**src/rtl/set_multipass_ctrl_pkg.sv**
```systemverilog
// Shared state encodings and default geometry for the multipass SET controller.
package set_multipass_ctrl_pkg;

  localparam int unsigned DEF_SCAN_LEN = 17;
  localparam int unsigned DEF_CNT_W    = 5;
  localparam int unsigned DEF_PASS_W   = 2;

  typedef enum logic [1:0] {
    CTRL_IDLE  = 2'd0,
    CTRL_START = 2'd1,
    CTRL_BUSY  = 2'd2,
    CTRL_DONE  = 2'd3
  } ctrl_state_t;

endpackage

```
**src/rtl/set_scan_counter.sv**
```systemverilog
// Scan index counter: clear, increment, hold; saturates at SCAN_LEN-1 and flags it.
module set_scan_counter #(
  parameter int unsigned SCAN_LEN = 17,
  parameter int unsigned CNT_W    = 5
) (
  input  logic             clk,
  input  logic             rst,
  input  logic             clr,
  input  logic             inc,
  output logic [CNT_W-1:0] cnt,
  output logic             tc
);

  // Terminal count marks the last accumulate cycle of a pass.
  assign tc = (cnt == CNT_W'(SCAN_LEN - 1));

  // Counter register; never wraps past the terminal value.
  always_ff @(posedge clk or posedge rst) begin
    if (rst) begin
      cnt <= '0;
    end else if (clr) begin
      cnt <= '0;
    end else if (inc && !tc) begin
      cnt <= cnt + CNT_W'(1);
    end
  end

endmodule

```
**src/rtl/set_multipass_ctrl.sv**
```systemverilog
// Multipass SET controller: sequences passes of accumulate cycles with stall, abort and ack.
module set_multipass_ctrl
  import set_multipass_ctrl_pkg::*;
#(
  parameter int unsigned SCAN_LEN = DEF_SCAN_LEN,
  parameter int unsigned CNT_W    = DEF_CNT_W,
  parameter int unsigned PASS_W   = DEF_PASS_W
) (
  input  logic              clk_i,
  input  logic              rst_i,
  input  logic              en_i,
  input  logic [PASS_W-1:0] passes_i,
  input  logic              stall_i,
  input  logic              abort_i,
  input  logic              ack_i,
  output logic              valid_o,
  output logic              busy_o,
  output logic              acc_en_o,
  output logic              acc_clear_o,
  output logic              buffer_en_o,
  output logic              clear_o,
  output logic              coord_en_o,
  output logic [PASS_W-1:0] pass_o,
  output logic [CNT_W-1:0]  scan_o,
  output logic              last_o
);

  ctrl_state_t       state;
  ctrl_state_t       state_nxt;
  logic [PASS_W-1:0] pass;
  logic [PASS_W-1:0] pass_nxt;
  logic [PASS_W-1:0] pass_tot;
  logic [PASS_W-1:0] pass_tot_nxt;
  logic              scan_clr;
  logic              scan_inc;
  logic              scan_tc;
  logic [CNT_W-1:0]  scan;
  logic              final_pass;

  set_scan_counter #(
    .SCAN_LEN (SCAN_LEN),
    .CNT_W    (CNT_W)
  ) u_scan (
    .clk (clk_i),
    .rst (rst_i),
    .clr (scan_clr),
    .inc (scan_inc),
    .cnt (scan),
    .tc  (scan_tc)
  );

  assign final_pass = (pass == pass_tot);

  // State, pass index and job pass total registers.
  always_ff @(posedge clk_i or posedge rst_i) begin
    if (rst_i) begin
      state    <= CTRL_IDLE;
      pass     <= '0;
      pass_tot <= '0;
    end else begin
      state    <= state_nxt;
      pass     <= pass_nxt;
      pass_tot <= pass_tot_nxt;
    end
  end

  // Next-state and counter control; abort overrides every transition.
  always_comb begin
    state_nxt    = state;
    pass_nxt     = pass;
    pass_tot_nxt = pass_tot;
    scan_clr     = 1'b0;
    scan_inc     = 1'b0;
    if (abort_i) begin
      state_nxt = CTRL_IDLE;
      pass_nxt  = '0;
      scan_clr  = 1'b1;
    end else begin
      case (state)
        CTRL_IDLE: begin
          if (en_i) begin
            state_nxt    = CTRL_START;
            pass_tot_nxt = passes_i;
            pass_nxt     = '0;
          end
        end
        CTRL_START: begin
          scan_clr  = 1'b1;
          state_nxt = CTRL_BUSY;
        end
        CTRL_BUSY: begin
          if (!stall_i) begin
            if (scan_tc) begin
              if (final_pass) begin
                state_nxt = CTRL_DONE;
              end else begin
                pass_nxt  = pass + PASS_W'(1);
                state_nxt = CTRL_START;
              end
            end else begin
              scan_inc = 1'b1;
            end
          end
        end
        CTRL_DONE: begin
          if (en_i) begin
            state_nxt    = CTRL_START;
            pass_tot_nxt = passes_i;
            pass_nxt     = '0;
          end else if (ack_i) begin
            state_nxt = CTRL_IDLE;
            pass_nxt  = '0;
            scan_clr  = 1'b1;
          end
        end
        default: state_nxt = CTRL_IDLE;
      endcase
    end
  end

  // Output decode: Moore from state, input-gated strobes for accumulate, last and buffer.
  always_comb begin
    valid_o     = (state == CTRL_DONE);
    clear_o     = (state == CTRL_DONE);
    busy_o      = (state == CTRL_START) || (state == CTRL_BUSY);
    coord_en_o  = (state == CTRL_START);
    acc_clear_o = (state == CTRL_START) && (pass == '0);
    acc_en_o    = (state == CTRL_BUSY) && !stall_i;
    last_o      = (state == CTRL_BUSY) && !stall_i && scan_tc && final_pass;
    buffer_en_o = en_i;
    pass_o      = pass;
    scan_o      = scan;
  end

endmodule

```
**config.mk**
```make
export PLATFORM = sky130hd
export DESIGN_NAME = set_multipass_ctrl
export DESIGN_NICKNAME = d
export VERILOG_FILES = /design/src/rtl/set_multipass_ctrl_pkg.sv /design/src/rtl/set_scan_counter.sv /design/src/rtl/set_multipass_ctrl.sv
export SDC_FILE = /design/constraint.sdc
export NUM_CORES = 1
export LEC_CHECK = 0
export BUFFER_PORTS_ARGS = -buffer_cell sky130_fd_sc_hd__buf_2
export CORE_UTILIZATION = 35
export DETAILED_ROUTE_END_ITERATION = 8
export PLACE_DENSITY = 0.55
export SLEW_MARGIN = 25
export SYNTH_ARGS = -nofsm -noshare
export SYNTH_HDL_FRONTEND = slang
export SYNTH_SLANG_ARGS = --single-unit
export TNS_END_PERCENT = 100
```
**constraint.sdc**
```tcl
create_clock -name clk_i -period 1.81 [get_ports clk_i]
set_clock_uncertainty 0.1 [all_clocks]
set_input_delay 0.181 -clock clk_i [delete_from_list [all_inputs] [get_ports clk_i]]
set_output_delay 0.181 -clock clk_i [all_outputs]
set_load 0.005 [all_outputs]
```
==> Yosys cells after proc, flatten, opt, wreduce, memory -nomap -nowiden <==
Index checks and enable logic that the tools add are counted.
W data, S select, Z words.
{ "totals": {"elab_cells": 58, "output_inout_bits": 15, "ff_bits": 11, "inputBits": 8} }
{ "op_classes": {"n_mux": 25, "addsub": 2, "n_bitwise": 1, "n_eq_ne": 10, "n_reduce_logical": 16} }
{ "op_table": {"columns": ["operator", "n"], "rows": [
  ["$mux W2", 13],
  ["$ne A3 B3 Y1 const B", 4],
  ["$mux W5", 2],
  ["$pmux W2 S4", 1],
  ["$mux W1", 7],
  ["$pmux W2 S3", 1],
  ["$reduce_and A6 Y1", 1],
  ["$add A5 B1 Y5 const B", 1],
  ["$eq A5 B5 Y1 const B", 1],
  ["$logic_and A1 B1 Y1", 5],
  ["$eq A2 B2 Y1 const B", 2],
  ["$logic_not A2 Y1", 2],
  ["$ne A4 B4 Y1 const B", 1],
  ["$reduce_and A4 Y1", 1],
  ["$reduce_bool A4 Y1", 1],
  ["$reduce_and A3 Y1", 1],
  ["$add A2 B1 Y2 const B", 1],
  ["$eq A2 B1 Y1 const B", 1],
  ["$eq A2 B2 Y1", 1],
  ["$logic_not A1 Y1", 2],
  ["$pmux W1 S2", 1],
  ["$reduce_bool A2 Y1", 1],
  ["$reduce_or A2 Y1", 1],
  ["$logic_or A1 B1 Y1", 1],
  ["$not A1 Y1", 1]
]} }

==> Longest topological paths before layout <==
{ "depth": {"depth_word": 8, "mapped_depth": 6, "mapped_depth_nobuf": 6} }

==> By module <==
From an unflattened synthesis, not the netlist that was laid out.
{ "unflattened": {"cells_unflattened": 80, "area_unflattened_um2": 773.2} }
{ "modules_own_cells": {"columns": ["module", "seq_area_each_um2", "area_per_inst_um2", "n_inst", "cells_per_inst"], "rows": [
  ["set_multipass_ctrl", 150.1, 489.2, 1, 52],
  ["set_scan_counter", 125.1, 284.0, 1, 28]
]} }

==> Least setup slack after synthesis <==
No wires, ideal clock.
{ "synth_path": {"kind": "reg-to-reg", "start": "register u_scan.cnt[0]", "end": "register pass[0] (netlist: pass_o[0])", "period_less_slack_ps": 1641, "required_time_ps": 1578, "setup_slack_ps": 169, "arrival_time_ps": 1409, "setup_ps": 132, "path_buffers": 0, "stages_incl_launch_ff": 7, "cell_sequence": "dfrtp_1 > inv_1 > ha_1 > nand4bb_4 > a211o_1 > a211oi_2 > o22ai_1"} }
{ "synth_between": {"elab_chain_cells": 3} }
{ "synth_rtl": {"columns": ["item", "line_no", "rtl"], "rows": [
  ["start, declared", "set_scan_counter.sv:10", "output logic [CNT_W-1:0] cnt,"],
  ["start signal, assigned", "set_scan_counter.sv:24", "cnt <= cnt + CNT_W'(1);"],
  ["$eq A5 B5 Y1", "set_scan_counter.sv:15", "assign tc = (cnt == CNT_W'(SCAN_LEN - 1));"],
  ["$ne A3 B3 Y1 (no line)", null, null],
  ["$reduce_and A6 Y1 (no line)", null, null],
  ["end signal, assigned", "set_multipass_ctrl.sv:62", "pass <= pass_nxt;"],
  ["end, declared", "set_multipass_ctrl.sv:30", "logic [PASS_W-1:0] pass;"]
]} }
No other way between the ends.
A chain may end at the register's enable or synchronous reset.

==> Worst setup path after layout <==
{ "layout_path": {"start": "register u_scan.cnt[0]", "end": "output last_o"} }
{ "layout_between": {"elab_chain_cells": 3} }
{ "layout_rtl": {"columns": ["item", "line_no", "rtl"], "rows": [
  ["$eq A5 B5 Y1", "set_scan_counter.sv:15", null],
  ["$logic_and A1 B1 Y1 (2 in series)", "set_multipass_ctrl.sv:129", "last_o = (state == CTRL_BUSY) && !stall_i && scan_tc && final_pass;"],
  ["end, declared", "set_multipass_ctrl.sv:25", "output logic last_o"]
]} }
No other way between the ends.

==> flow_summary_export.csv <==
group,metric,value,unit
outcome,outcome,"completed",
placement,hpwl,1.277,mm
grt,grt_start_max_net_pins,12,
critical_path,critPathRequiredTime,1.53,ns
placement,portBuffers,22,
grt,grt_pass1_wl,2.967,mm
clock_network,h-tree-depth,1,
timing,tightest_slew,0.4291,ns
synthesis,synthesis.nets,93,
final_layout,multi_input_area,466.7,µm²
min_path,holdPathStages,2,
timing,max_freq,577.7,MHz
clock_network,cts_sinks,11,
timing,max-slew-margin-rel,71.36,%
final_layout,drive_above_1_share,44.44,%
clock_network,clk_latency,0.27,ns
timing,hold_violations,0,
routing,routedWlPerCell,12.11,µm
synthesis,synth-seq-cells,11,
timing,rsz0062_at_grt,"true",
final_layout,diodes,0,
timing,finalCritPeriodShare,95.64,%
placement,dp.cells,131,
placement,place.gp.congestion,0.7752,
critical_path,rr_worst_depth,6,
synthesis,synth_cell_types,29,
routing,vias_per_cell,4.938,
final_layout,num-nets-final,134,
routing,antenna_left,0,
synthesis,synth_cells,77,
final_layout,final_common_cell,"buf_2",
critical_path,worstPathArrival,1.45,ns
final_layout,final_cell_mix,"22 x buf_2, 13 x buf_4, 10 x dfrtp_1",
die,fp.dieArea,0.002364,mm²
synthesis,seq_area_frac_synth,36.18,%
pwr,peakVddDrop,0.0004570,V
critical_path,crit_fanout,6,
clock_network,cts_root_buf,"clkbuf_4",
die,io_pins,23,
grt,grt_pass1_vias,699,
final_layout,fin_cells,144,
critical_path,cp-start-kind,"flip-flop",
final_layout,syn_to_final_growth,41.94,%
die,core_area,0.002002,mm²
die,start_util,38.00,%
pwr,powerDensity,916.5,mW/mm²
grt,grt_usage,16.39,%
timing,maxSlewViolCount,0,
routing,vias,711,
routing,dr.pass1.iters,2,
die,die_w,48.62,µm
critical_path,path_class,"reg -> out",
final_layout,regArea,276.5,µm²
critical_path,end_kind,"output port",
final_layout,fillers,197,
timing,min_period,1.731,ns
routing,drc,0,
timing,setup_viol,0,
grt,grt_overflow,0,
die,die_y,48.62,µm
routing,drt-initial-drc-count,2,
clock_network,path_clk_slew,0.07,ns
synthesis,yosysWarnings,0,
grt,antenna_found_initial,0,
synthesis,netlist_area,760.7,µm²
die,row_count,16,
flow_run,drv_cap,0,
clock_network,cts_buffers,3,
min_path,hp-class,"in -> reg",
pwr,leakage,0.5163,nW
clock_network,cts_tree,"done",
clock_network,ctsLongestPathBuffers,2,
routing,routed_wirelength,1.744,mm
timing,hold_slack,0.04615,ns
synthesis,syn_area_per_cell,9.880,µm²
==> routing by layer <==
layer  routed length (µm)  track usage, %  up-vias
met5                    0               0        -
met4                   12           5.882        0
met3                   55           4.717        2
met2                  886           28.70       13
met1                  789           18.79      343
li1                     -               -      353
==> critical path, stage by stage (launching register included) <==
cell,delay [ns]
dfrtp_1,0.39
inv_2,0.08
ha_4,0.13
nand4bb_4,0.16
nor4b_4,0.27
buf_2,0.15
==> where the power goes <==
| part | switching [W] | total, W | internal [W] |
|---|---|---|---|
| Combinational | 0.000235 | 0.000490 | 0.000255 |
| Sequential | 0.0000420 | 0.000330 | 0.000288 |
| Clock | 0.0000842 | 0.000170 | 0.0000854 |
| Total | 0.000361 | 0.000990 | 0.000628 |
==> cells by family (layout without fill, tap and decap cells) <==
kind of cell | after synthesis | in the layout | synth area share, %
AOI/OAI and AO/OA | 15 | 15 | 14.15
buffers and inverters | 11 | 51 | 6.414
xor gates and xnor gates | 6 | 6 | 6.909
muxes | 2 | 2 | 2.960
adders and majority gates | 8 | 8 | 13.16
DFF | 11 | 11 | 36.18
and+or+nand+nor | 24 | 24 | 20.23
==> worst paths after layout <==
path	start	endpoint	slack (ns)
setup / recovery	u_scan.cnt[0]	last_o	0.08
hold / removal	passes_i[0]	pass_tot[0]	0.05
min in group asynchronous	rst_i	u_scan.cnt[3]	0.35
hold reg to reg	pass_tot[0]	pass_tot[0]	0.44
setup reg to reg	state[0]	pass_o[1]	0.09
max in group asynchronous	rst_i	state[0]	0.94
==> sequential cells by signal, indices dropped and copies added, names as in the netlist <==
name        flops
u_scan.cnt      5
pass_o          2
pass_tot        2
state           2
==> final cells by class <==
type | count | area share [%]
clock buffers | 4 | 2.433
inverters | 9 | 3.360
well taps | 27 | 3.129
flip-flops and latches | 11 | 25.61
multi-input cells | 55 | 43.22
repair buffers | 38 | 22.25
==> what timing repair did <==
item,CTS,global route
gates resized for setup,2,10
pin swaps,1,2
hold buffers,1,0
setup buffers,1,7
hold endpoints to repair,11,0
endpoints found under the setup margin,1,10
==> stage by stage <==
step / setup TNS (ns) / total power [W] / setup WS (ns) / utilization [%] / instance area (µm²)
6_report: 0 / 0.0009896 / 0.07896 / 53.94 / 1080
3_5_place_dp: 0 / 0.0007459 / 0.07798 / 47.06 / 942.2
4_1_cts: 0 / 0.0009248 / 0.006567 / 49.69 / 994.7
2_1_floorplan: 0 / 0.0005979 / 0.1690 / - / 760.7
3_3_place_gp: 0 / 0.0007478 / 0.1072 / 47.06 / 942.2
5_1_grt: -0.03397 / 0.001072 / -0.02042 / 53.94 / 1080
==> Yosys cell counts <==
cell type / number / area share, %
a21oi_1: 4 / 2.6
xor2_1: 3 / 3.5
or2b_1: 1 / 0.99
o21a_1: 1 / 0.99
a311o_1: 1 / 1.3
dfrtp_1: 11 / 36
xnor2_1: 3 / 3.5
a211o_1: 1 / 1.2
nor4b_1: 1 / 1.2
and2_1: 1 / 0.82
nor3b_2: 1 / 1.6
buf_4: 2 / 2.0
nand3_1: 4 / 2.6
nand2_1: 4 / 2.0
o32ai_1: 1 / 1.2
a211oi_2: 1 / 1.6
ha_1: 8 / 13
a31oi_1: 1 / 0.82
nand4bb_4: 1 / 3.6
nand4_1: 3 / 2.5
o211ai_1: 1 / 0.99
nor2_1: 4 / 2.0
nor2b_1: 2 / 1.6
inv_1: 9 / 4.4
o21ai_0: 2 / 1.3
o22ai_1: 1 / 0.82
nor3_1: 2 / 1.3
mux2_2: 2 / 3.0
a41o_1: 1 / 1.3
No activity file was read; power rests on OpenSTA's default activity.
